File: src/rtl/riscv_pkg.sv
// Shared RISC-V core definitions: data width, NOP encoding, opcodes, field positions
// and the fetch-queue entry payload.
package riscv_pkg;

  localparam int unsigned XLEN = 32;
  localparam logic [XLEN-1:0] NOP = 32'h0000_0013;

  localparam logic [6:0] OPC_LW  = 7'b000_0011;
  localparam logic [6:0] OPC_SW  = 7'b010_0011;
  localparam logic [6:0] OPC_BEQ = 7'b110_0011;
  localparam logic [6:0] OPC_ALU = 7'b011_0011;

  localparam int unsigned OPC_LSB = 0;
  localparam int unsigned OPC_MSB = 6;
  localparam int unsigned RD_LSB  = 7;
  localparam int unsigned RD_MSB  = 11;
  localparam int unsigned F3_LSB  = 12;
  localparam int unsigned F3_MSB  = 14;
  localparam int unsigned RS1_LSB = 15;
  localparam int unsigned RS1_MSB = 19;
  localparam int unsigned RS2_LSB = 20;
  localparam int unsigned RS2_MSB = 24;
  localparam int unsigned F7_LSB  = 25;
  localparam int unsigned F7_MSB  = 31;

  typedef struct packed {
    logic [XLEN-1:0] pc;
    logic [XLEN-1:0] instr;
  } fetch_entry_t;

  function automatic logic [XLEN-1:0] align_word(input logic [XLEN-1:0] addr);
    return {addr[XLEN-1:2], 2'b00};
  endfunction

endpackage

File: src/rtl/riscv_fetch_unit_if.sv
// Instruction-memory and IF/ID boundary signals of the fetch unit.
// master = fetch unit, slave = memory/decode side.
interface riscv_fetch_unit_if;
  import riscv_pkg::*;

  logic            imem_req;
  logic [XLEN-1:0] imem_addr;
  logic            imem_rvalid;
  logic [XLEN-1:0] imem_rdata;
  logic            if_valid;
  logic [XLEN-1:0] if_instr;
  logic [XLEN-1:0] if_pc;
  logic            id_ready;
  logic            redirect_valid;
  logic [XLEN-1:0] redirect_pc;

  modport master (
    output imem_req, imem_addr, if_valid, if_instr, if_pc,
    input  imem_rvalid, imem_rdata, id_ready, redirect_valid, redirect_pc
  );

  modport slave (
    input  imem_req, imem_addr, if_valid, if_instr, if_pc,
    output imem_rvalid, imem_rdata, id_ready, redirect_valid, redirect_pc
  );

endinterface

File: src/rtl/riscv_fetch_unit_fifo.sv
// Prefetch queue of {pc, instr} with a registered head so decode sees flop outputs only.
// Flush and reset both empty the queue in one cycle.
module fetch_fifo
  import riscv_pkg::*;
#(
  parameter int unsigned DEPTH = 4,
  localparam int unsigned PTR_W = $clog2(DEPTH),
  localparam int unsigned CNT_W = PTR_W + 1
) (
  input  logic             clk,
  input  logic             reset,
  input  logic             flush,
  input  logic             push,
  input  logic             pop,
  input  fetch_entry_t     wdata,
  output fetch_entry_t     head,
  output logic             head_valid,
  output logic [CNT_W-1:0] count,
  output logic             empty_c,
  output logic             full_c
);

  localparam fetch_entry_t EMPTY_ENTRY = '{pc: XLEN'(0), instr: NOP};

  fetch_entry_t     mem [DEPTH];
  logic [PTR_W-1:0] rd_ptr, wr_ptr, rd_ptr_n, wr_ptr_n;
  logic [CNT_W-1:0] count_n;
  logic             do_push, do_pop;
  fetch_entry_t     head_n;

  assign empty_c = (count == '0);
  assign full_c  = (count == CNT_W'(DEPTH));

  // Next head: bypass the incoming word when it lands exactly at the new read slot
  always_comb begin
    do_pop   = pop && !empty_c;
    do_push  = push && (!full_c || do_pop);
    rd_ptr_n = rd_ptr + PTR_W'(do_pop);
    wr_ptr_n = wr_ptr + PTR_W'(do_push);
    count_n  = count + CNT_W'(do_push) - CNT_W'(do_pop);
    head_n   = EMPTY_ENTRY;
    if (count_n != '0) begin
      head_n = (do_push && (rd_ptr_n == wr_ptr)) ? wdata : mem[rd_ptr_n];
    end
  end

  always_ff @(posedge clk) begin
    if (reset || flush) begin
      rd_ptr     <= '0;
      wr_ptr     <= '0;
      count      <= '0;
      head       <= EMPTY_ENTRY;
      head_valid <= 1'b0;
    end else begin
      rd_ptr     <= rd_ptr_n;
      wr_ptr     <= wr_ptr_n;
      count      <= count_n;
      head       <= head_n;
      head_valid <= (count_n != '0);
    end
  end

  always_ff @(posedge clk) begin
    if (do_push && !reset && !flush) begin
      mem[wr_ptr] <= wdata;
    end
  end

endmodule

File: src/rtl/riscv_fetch_unit.sv
// Instruction fetch stage: owns the fetch PC, issues one word read at a time to a
// one-cycle-latency memory and queues returned words for decode.
module riscv_fetch_unit
  import riscv_pkg::*;
#(
  parameter int unsigned     DEPTH    = 4,
  parameter logic [XLEN-1:0] RESET_PC = 32'h0000_0000
) (
  input logic               clk,
  input logic               reset,
  riscv_fetch_unit_if.master bus
);

  localparam int unsigned CNT_W = $clog2(DEPTH) + 1;

  logic [XLEN-1:0]  fetch_pc;
  logic [XLEN-1:0]  inflight_pc;
  logic             inflight;
  logic             kill;
  logic             slots_free_c, issue_c, push_c, pop_c;
  logic [CNT_W-1:0] count;
  logic             empty_c, full_c, head_valid;
  fetch_entry_t     head, push_entry;

  // An in-flight request already owns a queue slot
  assign slots_free_c = !full_c && !(inflight && (count == CNT_W'(DEPTH - 1)));
  assign issue_c      = !reset && !bus.redirect_valid && slots_free_c;
  assign push_c       = bus.imem_rvalid && inflight && !kill && !reset;
  assign pop_c        = !empty_c && bus.id_ready && !bus.redirect_valid;
  assign push_entry   = '{pc: inflight_pc, instr: bus.imem_rdata};

  always_ff @(posedge clk) begin
    if (reset) begin
      fetch_pc    <= RESET_PC;
      inflight    <= 1'b0;
      inflight_pc <= '0;
      kill        <= 1'b0;
    end else begin
      kill     <= bus.redirect_valid;
      inflight <= issue_c;
      if (issue_c) begin
        inflight_pc <= fetch_pc;
      end
      if (bus.redirect_valid) begin
        fetch_pc <= align_word(bus.redirect_pc);
      end else if (issue_c) begin
        fetch_pc <= fetch_pc + XLEN'(4);
      end
    end
  end

  fetch_fifo #(.DEPTH(DEPTH)) u_fifo (
    .clk        (clk),
    .reset      (reset),
    .flush      (bus.redirect_valid),
    .push       (push_c),
    .pop        (pop_c),
    .wdata      (push_entry),
    .head       (head),
    .head_valid (head_valid),
    .count      (count),
    .empty_c    (empty_c),
    .full_c     (full_c)
  );

  assign bus.imem_req  = issue_c;
  assign bus.imem_addr = fetch_pc;
  assign bus.if_valid  = head_valid;
  assign bus.if_instr  = head.instr;
  assign bus.if_pc     = head.pc;

endmodule

File: src/flat_wrapper.sv
// flat-port wrapper written by rule: the top's interface ports become plain ports
module riscv_fetch_unit_flat import riscv_pkg::*;
#(
  parameter int unsigned     DEPTH    = 4,
  parameter logic [XLEN-1:0] RESET_PC = 32'h0000_0000
)
  (clk, reset, bus_imem_req, bus_imem_addr, bus_if_valid, bus_if_instr, bus_if_pc, bus_imem_rvalid, bus_imem_rdata, bus_id_ready, bus_redirect_valid, bus_redirect_pc);
  riscv_fetch_unit_if bus_i ();
  input logic clk;
  input logic reset;
  output wire logic [$bits(bus_i.imem_req)-1:0] bus_imem_req;
  output wire logic [$bits(bus_i.imem_addr)-1:0] bus_imem_addr;
  output wire logic [$bits(bus_i.if_valid)-1:0] bus_if_valid;
  output wire logic [$bits(bus_i.if_instr)-1:0] bus_if_instr;
  output wire logic [$bits(bus_i.if_pc)-1:0] bus_if_pc;
  input wire logic [$bits(bus_i.imem_rvalid)-1:0] bus_imem_rvalid;
  input wire logic [$bits(bus_i.imem_rdata)-1:0] bus_imem_rdata;
  input wire logic [$bits(bus_i.id_ready)-1:0] bus_id_ready;
  input wire logic [$bits(bus_i.redirect_valid)-1:0] bus_redirect_valid;
  input wire logic [$bits(bus_i.redirect_pc)-1:0] bus_redirect_pc;
  assign bus_imem_req = bus_i.imem_req;
  assign bus_imem_addr = bus_i.imem_addr;
  assign bus_if_valid = bus_i.if_valid;
  assign bus_if_instr = bus_i.if_instr;
  assign bus_if_pc = bus_i.if_pc;
  assign bus_i.imem_rvalid = bus_imem_rvalid;
  assign bus_i.imem_rdata = bus_imem_rdata;
  assign bus_i.id_ready = bus_id_ready;
  assign bus_i.redirect_valid = bus_redirect_valid;
  assign bus_i.redirect_pc = bus_redirect_pc;
  riscv_fetch_unit #(.DEPTH(DEPTH), .RESET_PC(RESET_PC)) u_core (.clk(clk), .reset(reset), .bus(bus_i));
endmodule
File: config.mk
export PLATFORM = sky130hd
export DESIGN_NAME = riscv_fetch_unit_flat
export DESIGN_NICKNAME = d
export VERILOG_FILES = /design/src/rtl/riscv_pkg.sv /design/src/rtl/riscv_fetch_unit_if.sv /design/src/rtl/riscv_fetch_unit_fifo.sv /design/src/rtl/riscv_fetch_unit.sv /design/src/flat_wrapper.sv
export SDC_FILE = /design/constraint.sdc
export NUM_CORES = 1
export LEC_CHECK = 0
export ABC_AREA = 1
export BUFFER_PORTS_ARGS = -buffer_cell sky130_fd_sc_hd__buf_2
export CORE_MARGIN = 2
export CORE_UTILIZATION = 50
export CTS_CLUSTER_DIAMETER = 40
export DETAILED_ROUTE_END_ITERATION = 8
export HOLD_SLACK_MARGIN = 0.15
export PLACE_DENSITY = 0.82
export SETUP_SLACK_MARGIN = 0.5
export SYNTH_ARGS = -nofsm -noshare
export SYNTH_HDL_FRONTEND = slang
export SYNTH_SLANG_ARGS = --single-unit
File: constraint.sdc
create_clock -name clk -period 6.1 [get_ports clk]
set_input_delay 1.22 -clock clk [delete_from_list [all_inputs] [get_ports clk]]
set_output_delay 1.22 -clock clk [all_outputs]
set_load 0.1 [all_outputs]
==> impl_metrics.json, run 1 <==
{
  "hold_path_startpoint": "u_core.inflight_pc[5]",
  "setup_slack_ns": 1.95,
  "peakVddDrop_uv": 192,
  "slowest_delay_ns": 0.56,
  "crit_chain": "buf_2, inv_1, nand2_1, a31oi_1, o21ai_1, xnor2_1, ha_1, fa_1, inv_1, xor2_1, o21ai_2, inv_2, buf_4, nand2_1, nor2_1",
  "numCtsBuffers": 45,
  "grt_usage_pct": 22.3,
  "port_buffers": 160,
  "antenna_found_initial": 0,
  "diodes": 0,
  "ff_latch_area_mm2": 0.0101,
  "syn-cell-area_mm2": 0.0156,
  "arrival_ns": 4.62,
  "grt_start_max_net_pins": 87,
  "ys_seq_area_share_pct": 64.6,
  "synth-warning-count": 0,
  "via_per_inst": 5.25,
  "clock_sinks": 380,
  "initial_core_util_pct": 50.9,
  "synth_area_leader_cell": "edfxtp_1",
  "antenna_left": 0,
  "period_share_pct": 68.1,
  "yosysUniqueCellTypes": 37,
  "gp_congestion": 0.931,
  "fp-row-count": 64,
  "synth_top_area_share_pct": 47.7,
  "leakage_uw": 0.00744,
  "dr.pass1.iters": 5,
  "core_mm2": 0.0307,
  "period_minus_slack_ns": 4.15,
  "drtIter0Drc": 902,
  "whs_path_depth": 0,
  "post_cts_buffers": 0,
  "ys_top_cells_by_area": "edfxtp_1 48%, dfxtp_1 17%, nand2_1 15%",
  "clockBufferDepth": 3,
  "multiInputGateArea_mm2": 0.00478,
  "dieHeight_um": 181,
  "finalHoldViolCount": 0,
  "grt_setup_unrepaired": "no",
  "filler_cell_count": 2511,
  "worst_pin_slew_ns": 1.02,
  "worstSetupStartpoint": "bus_redirect_valid",
  "synth_seq_cells": 380,
  "fin_hold_ws_ns": 0.500,
  "worstReg2RegStart": "u_core.u_fifo.count[1]",
  "endpoint_kind": "flip-flop",
  "r2r-end": "u_core.u_fifo.head[22]",
  "setup_violations": 0,
  "synth_edf_count": 248,
  "path_delay_family": "buffers and inverters",
  "areaGrowthSynthToFinish_pct": 16.3,
  "max_freq_ghz": 0.241,
  "grt_pass1_vias": 11100,
  "rr_worst_depth": 13,
  "clkTransAtPathRegs_ns": 0.06,
  "wl_um": 37000,
  "slew_violations": 0,
  "yosys_most_used_dff": "edfxtp_1",
  "slew_headroom_pct": 32.1,
  "overflow": 0,
  "path_max_fanout": 33,
  "async_flop_share_pct": 0,
  "nets": 1849,
  "postSynthCellCount": 1633,
  "hpwl_um": 21100,
  "post_drt_wl_per_cell_um": 16.8,
  "holdPathEnd": "u_core.u_fifo.mem[3][37]",
  "worstHoldPathType": "flip-flop to flip-flop",
  "maxCapViolCount": 0,
  "path_class": "input port to flip-flop",
  "htreeDepth": 2,
  "layout_common_cells": "621 x nand2_1, 248 x edfxtp_1, 160 x buf_2",
  "clock_skew_ns": 0.0234,
  "cts_tree": "done",
  "drc_errors": 0,
  "final_util_pct": 59.2,
  "r2r_slack_ns": 2.50,
  "critPathLaunchType": "input port",
  "hold_buffers": 0,
  "critPathSlowestCell": "inv_2",
  "fp.dieW_um": 181,
  "dp_slack_ns": 1.53,
  "grt_pass1_wl_um": 58200,
  "pwr_density_cell_mw_per_mm2": 322,
  "cts_root_buf": "clkbuf_16",
  "worst-path-buf-inv": 5,
  "crit_required_ns": 6.57,
  "die-area_mm2": 0.0327,
  "via_count": 11600,
  "num_io_pins": 167,
  "final_common_cell": "nand2_1",
  "clock_latency_ns": 0.54,
  "cts-resized-gates": 0,
  "status": "complete, no violations",
  "synth_area_per_cell_um2": 9.56,
  "drive_gt1_share_pct": 17.3
}
worst reg2reg max path: stages, from the launching register on:
cell     delay, ns
dfxtp_1       0.37
inv_2         0.08
a31oi_1       0.51
o21ai_1       0.22
xnor2_1       0.18
ha_1          0.22
fa_1          0.37
inv_1         0.08
xor2_1        0.21
o21ai_2       0.15
inv_2         0.56
buf_4         0.36
nand2_1       0.09
nor2_1        0.13
Yosys cell counts, drive strengths merged (2+ instances only):
master	n
nand2	622
edfxtp	248
nor2	183
dfxtp	132
inv	87
a21oi	80
o21ai	80
buf	43
clkbuf	41
nand3	38
nor3	28
xnor2	9
a211oi	8
a31oi	7
xor2	6
nand4	5
ha	4
o211ai	4
a22oi	2
and2	2
report_power, final:
group          leakage [uW]  switching, uW  internal [uW]
clock network      0.000746           1060           1610
logic               0.00338            272           71.0
registers           0.00332           48.6           2780
total               0.00744           1380           4460
per-stage QoR:
| step | instance area, um2 | total power [uW] | TNS, ns | std cells |
|---|---|---|---|---|
| 6_report | 18200 | 5840 | 0 | 2207 |
| 5_1_grt | 18200 | 6020 | 0 | 2207 |
| 4_1_cts | 18200 | 5880 | 0 | 2207 |
| 3_5_place_dp | 16600 | 3220 | 0 | 2124 |
| 3_3_place_gp | 16600 | 3210 | 0 | 2124 |
| 2_1_floorplan | 15600 | 3120 | -61.54 | 1636 |
cell type report:
type / count / area share [%]
flip-flops and latches: 380 / 55.6
clock buffers: 55 / 6.70
inverters: 87 / 1.84
well taps: 396 / 2.73
repair buffers: 176 / 5.14
clock inverters: 28 / 1.69
multi-input cells: 1085 / 26.3
kinds of logic after synthesis:
group                    Yosys count  synth area share [%]
AO/OA/AOI/OAI                    182                  6.19
XOR/XNOR                          15                 0.890
adder cells (fa/ha/maj)            5                 0.449
buffers and inverters            171                  5.15
flip-flops                       380                  64.6
other                              1                0.0240
AND/OR/NAND/NOR                  879                  22.7
worst max path at each step:
| stage | endpoint | slack, ns | cells past startpoint |
|---|---|---|---|
| after floorplan | u_core.u_fifo.mem[1][0] | -0.25 | 4 |
| after global routing | u_core.u_fifo.head[10] | 1.72 | 15 |
| after CTS | u_core.u_fifo.head[22] | 2.01 | 15 |
| final | u_core.u_fifo.head[22] | 1.95 | 15 |
| after detailed placement | u_core.u_fifo.head[22] | 1.53 | 15 |
| after global placement | u_core.u_fifo.head[42] | 1.58 | 15 |
metal layers:
layer  global-route usage [%]  share of wire (%)  wire (um)
met5                        0                  0          0
met4                     7.16                2.2        816
met3                     4.21                7.1       2620
met2                     37.8                 49      18100
met1                     29.1                 42      15400
registers in the layout (all words and copies together) (netlist names):
name / count
u_core.u_fifo.wr_ptr: 2
u_core.u_fifo.head: 62
u_core.bus.imem_addr: 30
u_core.inflight_pc: 30
u_core.u_fifo.head_valid: 1
u_core.u_fifo.count: 3
u_core.u_fifo.mem: 248
u_core.inflight: 1
u_core.u_fifo.rd_ptr: 2
u_core.kill: 1
(Power assumes the default switching activity.)
==> inputs of run 2 (changes only) <==
PLACE_DENSITY = 0.8   (was 0.82)
clock period = 4.2 ns   (was 6.1 ns; I/O delays follow)
==> run 2 against run 1 <==
Register-to-register slack worse by 1.4 ns; critical endpoint is now u_core.u_fifo.head[41]; critical path depth unchanged; highest routed layer unchanged; clock power is 65% higher; combinational power is 46% higher; largest power group is now the clock network; wire length increased by 2.3%.
==> impl_metrics.json, run 2 (same netlist as run 1, synthesis figures left out) <==
{
  "via_count": 11700,
  "maxCapViolCount": 0,
  "drc_errors": 0,
  "wl_um": 37900,
  "r2r-end": "u_core.u_fifo.head[41]",
  "largest_reg_flops": 248,
  "clock_skew_ns": 0.0241,
  "peakVddDrop_uv": 310,
  "dp_slack_ns": 0.384,
  "path_max_fanout": 25,
  "post_drt_wl_per_cell_um": 17.1,
  "largestRegisters": "u_core.u_fifo.mem x248, u_core.u_fifo.head x62",
  "worst_pin_slew_ns": 0.876,
  "cts_tree": "done",
  "areaGrowthSynthToFinish_pct": 18.6,
  "cts-resized-gates": 0,
  "post_cts_buffers": 0,
  "setup_violations": 0,
  "arrival_ns": 3.75,
  "dieHeight_um": 181,
  "whs_path_depth": 0,
  "path_class": "input port to flip-flop",
  "grt_pass1_vias": 11200,
  "clock_latency_ns": 0.55,
  "status": "complete, no violations",
  "nets": 1857,
  "clock_sinks": 380,
  "period_share_pct": 78.3,
  "final.setup.tns_ns": 0,
  "finalHoldViolCount": 0,
  "htreeDepth": 2,
  "worstHoldPathType": "flip-flop to flip-flop",
  "hold_path_startpoint": "u_core.inflight_pc[19]",
  "holdPathEnd": "u_core.u_fifo.mem[3][51]",
  "clkTransAtPathRegs_ns": 0.06,
  "period_minus_slack_ns": 3.29,
  "rr_worst_depth": 13,
  "num_io_pins": 167,
  "port_buffers": 160,
  "clockBufferDepth": 3,
  "hold_buffers": 0,
  "numCtsBuffers": 49,
  "grt_start_max_net_pins": 125,
  "final_util_pct": 60.4,
  "gp_congestion": 0.894,
  "die-area_mm2": 0.0327,
  "pwr_density_cell_mw_per_mm2": 487,
  "grt_usage_pct": 22.7,
  "drive_gt1_share_pct": 18.2,
  "via_per_inst": 5.29,
  "critPathLaunchType": "input port",
  "slew_headroom_pct": 41.6,
  "endpoint_kind": "flip-flop",
  "initial_core_util_pct": 50.9,
  "core_mm2": 0.0307,
  "top_register": "u_core.u_fifo.mem",
  "fp.dieW_um": 181,
  "hpwl_um": 21700,
  "dr.pass1.iters": 5,
  "overflow": 0,
  "antenna_found_initial": 0,
  "cts_root_buf": "clkbuf_16",
  "drtIter0Drc": 995,
  "antenna_left": 0,
  "slew_violations": 0,
  "max_freq_ghz": 0.304,
  "layout_common_cells": "621 x nand2_1, 248 x edfxtp_1, 159 x buf_2",
  "leakage_uw": 0.00759,
  "crit_required_ns": 4.67,
  "final_common_cell": "nand2_1",
  "grt_setup_unrepaired": "no",
  "fp-row-count": 64,
  "worstReg2RegStart": "u_core.u_fifo.count[1]",
  "r2r_slack_ns": 1.09,
  "grt_pass1_wl_um": 59100,
  "setup_slack_ns": 0.911,
  "diodes": 0
}
-- run 2: cell types whose count changed in the layout (fill, tap and decap cells not counted), moves of 4 or more --
cell / delta
buf_12: +5
clkinv_4: -5
inv_8: +5
clkbuf_16: +4
clkinvlp_4: +4
nor3_2: -4
nor3_4: +4
-- run 2: worst max-delay path: stages --
cell and delay, ns:
buf_2 0.11, inv_1 0.17, nand2_1 0.08, a31oi_1 0.19, o21ai_1 0.13, xnor2_1 0.15, ha_1 0.19, fa_1 0.35
inv_1 0.07, xor2_1 0.20, o21ai_2 0.15, inv_2 0.48, buf_4 0.38, nand2_1 0.11, nor2_1 0.12
-- run 2: worst max-delay path by stage --
| stage | from | endpoint | slack (ns) | cells after the start |
|---|---|---|---|---|
| 3_5_place_dp | bus_redirect_valid | u_core.u_fifo.head[41] | 0.38 | 15 |
| 5_1_grt | bus_redirect_valid | u_core.u_fifo.head[62] | 0.73 | 15 |
| 3_3_place_gp | bus_redirect_valid | u_core.u_fifo.head[59] | 0.46 | 15 |
| 6_report | bus_redirect_valid | u_core.u_fifo.head[41] | 0.91 | 15 |
| 2_1_floorplan | bus_imem_rvalid | u_core.u_fifo.mem[0][0] | 0.1 | 4 |
| 4_1_cts | bus_redirect_valid | u_core.u_fifo.head[41] | 0.94 | 15 |
-- run 2: routing by layer --
layer	share of wire, %	up-vias	wire length [um]	GRT usage, %
li1	-	5648	-	-
met1	42	5536	15800	30.2
met2	48	488	18300	38.0
met3	7.5	67	2830	3.75
met4	2.4	0	903	7.71
met5	0	-	0	0
-- run 2: per-stage QoR --
step                cell area [um2]  hold WS, ns  total power, uW  cells
floorplan                     15600        0.460             4530   1636
global placement              16800        0.474             4670   2128
detailed placement            16800        0.482             4680   2128
CTS                           18500        0.499             9060   2220
global route                  18500        0.505             9270   2220
finish                        18500        0.505             9020   2220
-- run 2: power breakdown --
group | switching, uW | internal [uW] | leakage, uW
sequential | 75.3 | 4030 | 0.00332
clock | 1680 | 2730 | 0.000855
combinational | 394 | 105 | 0.00342
-- run 2: layout make-up --
| class | instances | area (um2) |
|---|---|---|
| flip-flops and latches | 380 | 10100 |
| well taps | 396 | 495 |
| clock inverters | 36 | 458 |
| fillers | 2460 | 12200 |
| multi-input cells | 1085 | 4800 |
| repair buffers | 180 | 1030 |
| inverters | 87 | 334 |
| clock buffers | 56 | 1310 |
==> inputs of run 3 (changes only) <==
clock period = 3.3 ns   (was 4.2 ns; I/O delays follow)
==> run 3 against run 2 <==
Via count hardly changed; sequential share of layout area is 0.40 points higher; register-to-register slack worse by 0.46 ns; global-route usage is 0.34 points higher; clock skew hardly changed; sequential cell count stayed put; combinational power is 30% higher; first-iteration DRC count is 1.3% lower; wire length is 1.4% higher; setup slack worse by 0.32 ns; critical endpoint is now bus_imem_req; largest cell class unchanged.
==> impl_metrics.json, run 3 (same netlist as run 1, synthesis figures left out) <==
{
  "status": "complete, no violations",
  "dr.pass1.iters": 6,
  "holdPathEnd": "u_core.u_fifo.mem[2][23]",
  "numCtsBuffers": 45,
  "via_per_inst": 5.29,
  "fin_hold_ws_ns": 0.358,
  "grt_setup_unrepaired": "yes",
  "hold_path_startpoint": "bus_imem_rdata[23]",
  "fp.dieW_um": 181,
  "final.setup.tns_ns": 0,
  "areaGrowthSynthToFinish_pct": 17.7,
  "core_mm2": 0.0307,
  "num_io_pins": 167,
  "filler_cell_count": 2468,
  "worstHoldPathType": "input port to flip-flop",
  "whs_path_depth": 1,
  "final_common_cell": "nand2_1",
  "finalHoldViolCount": 0,
  "cts_root_buf": "clkbuf_16",
  "p_comb_share_pct": 6.1,
  "critPathLaunchType": "input port",
  "overflow": 0,
  "diodes": 0,
  "hold_buffers": 0,
  "clockBufferDepth": 3,
  "p_switching_uw": 2540,
  "antenna_found_initial": 0,
  "grt_start_max_net_pins": 85,
  "grt_usage_pct": 23.1,
  "drtIter0Drc": 982,
  "gp_congestion": 0.922,
  "clkTransAtPathRegs_ns": 0.06,
  "antenna_left": 0,
  "period_minus_slack_ns": 2.71,
  "path_max_fanout": 39,
  "multiInputGateArea_mm2": 0.00484,
  "slew_violations": 0,
  "sw_frac_of_total_pct": 23.6,
  "clock_skew_ns": 0.0238,
  "crit_required_ns": 2.64,
  "r2r_slack_ns": 0.63,
  "nets": 1864,
  "internal-power_uw": 8210,
  "worst-path-buf-inv": 4,
  "largest_reg_flops": 248,
  "drc_errors": 0,
  "r2r-end": "u_core.u_fifo.head[13]",
  "hpwl_um": 22900,
  "ff_latch_area_mm2": 0.0101,
  "critPathSlowestCell": "buf_4",
  "peakVddDrop_uv": 305,
  "max_freq_ghz": 0.369,
  "clock_latency_ns": 0.54,
  "arrival_ns": 2.05,
  "wl_um": 38400,
  "worstReg2RegStart": "u_core.inflight",
  "top_register": "u_core.u_fifo.mem",
  "crit_chain": "buf_2, buf_4, nor2_2, nand3_1, inv_4, buf_12",
  "port_buffers": 160,
  "initial_core_util_pct": 50.9,
  "grt_pass1_wl_um": 59900,
  "via_count": 11700,
  "p_seq_share_pct": 48.6,
  "layout_common_cells": "620 x nand2_1, 248 x edfxtp_1, 159 x buf_2",
  "drive_gt1_share_pct": 18.2,
  "path_class": "input port to output pin",
  "endpoint_kind": "output pin",
  "setup_violations": 0,
  "rr_worst_depth": 13,
  "leakage_uw": 0.00754,
  "slowest_delay_ns": 0.28,
  "slew_headroom_pct": 43.4,
  "fp-row-count": 64,
  "clock_power_share_pct": 45.3,
  "post_drt_wl_per_cell_um": 17.3,
  "path_delay_family": "buffers and inverters",
  "die-area_mm2": 0.0327,
  "worst_pin_slew_ns": 0.848,
  "largestRegisters": "u_core.u_fifo.mem x248, u_core.u_fifo.head x62",
  "grt_pass1_vias": 11400,
  "maxCapViolCount": 0,
  "period_share_pct": 82.1,
  "dieHeight_um": 181,
  "cts_tree": "done",
  "htreeDepth": 2,
  "pwr_density_cell_mw_per_mm2": 585,
  "clock_sinks": 380
}
## run 3: cell types whose count changed in the layout (fill, tap and decap cells not counted), sizes merged
| cell | delta |
|---|---|
| clkinvlp | -1 |
| buf | +11 |
| clkbuf | -5 |
| inv | -10 |
| bufinv | -2 |
| clkinv | +6 |
## run 3: stage by stage
stage                     worst slack (ns)  util, %  instance area, um2  std cells  power (uW)
final                                0.590     59.9               18400       2219       10800
after global routing                 0.489     59.9               18400       2219       11000
after CTS                            0.576     59.9               18400       2219       10800
after detailed placement             0.174     55.1               16900       2139        5970
after global placement               0.282     55.1               16900       2139        5950
after floorplan                      0.251        -               15700       1636        5770
## run 3: worst max path at each step
stage	from	end	slack, ns	cells past startpoint
after global placement	bus_redirect_valid	u_core.u_fifo.head[25]	0.28	15
after floorplan	bus_imem_rvalid	u_core.u_fifo.mem[0][0]	0.25	4
after detailed placement	bus_redirect_valid	u_core.u_fifo.head[13]	0.17	15
after CTS	reset	bus_imem_req	0.58	6
after global routing	u_core.u_fifo.count[1]	u_core.u_fifo.head[17]	0.49	13
final	reset	bus_imem_req	0.59	6
## run 3: worst register-to-register path, delay by kind of cell, from the launching register on
kind / cells / cell delay, ns
compound gates: 3 / 0.56
xor+xnor: 1 / 0.20
fa+ha+maj: 2 / 0.60
buf+inv: 3 / 0.41
flops: 1 / 0.38
simple gates: 4 / 0.43
## run 3: cell type report
class	count	share of cell area, %
multi-input cells	1085	26.3
inverters	87	1.83
repair buffers	191	6.25
well taps	396	2.70
flip-flops and latches	380	54.9
clock buffers	51	6.30
clock inverters	29	1.71
## run 3: power by group through the flow
stage,clock network (uW),registers [uW],logic (uW)
2_1_floorplan,0,5530,239
3_3_place_gp,0,5320,632
3_5_place_dp,0,5330,643
4_1_cts,4920,5230,648
5_1_grt,5110,5230,696
6_report,4870,5230,651
## run 3: metal layers
| layer | wire length, um | GRT usage, % | up-vias |
|---|---|---|---|
| met2 | 18700 | 38.7 | 488 |
| li1 | - | - | 5648 |
| met5 | 0 | 0 | - |
| met3 | 3020 | 4.41 | 99 |
| met1 | 15600 | 29.7 | 5497 |
| met4 | 1120 | 9.00 | 0 |
## run 3: timing repair
| action | in CTS | in global routing |
|---|---|---|
| buffers inserted | 0 | 0 |
| endpoints found under the setup margin | 0 | 56 |
| resized for setup | 0 | 2 |
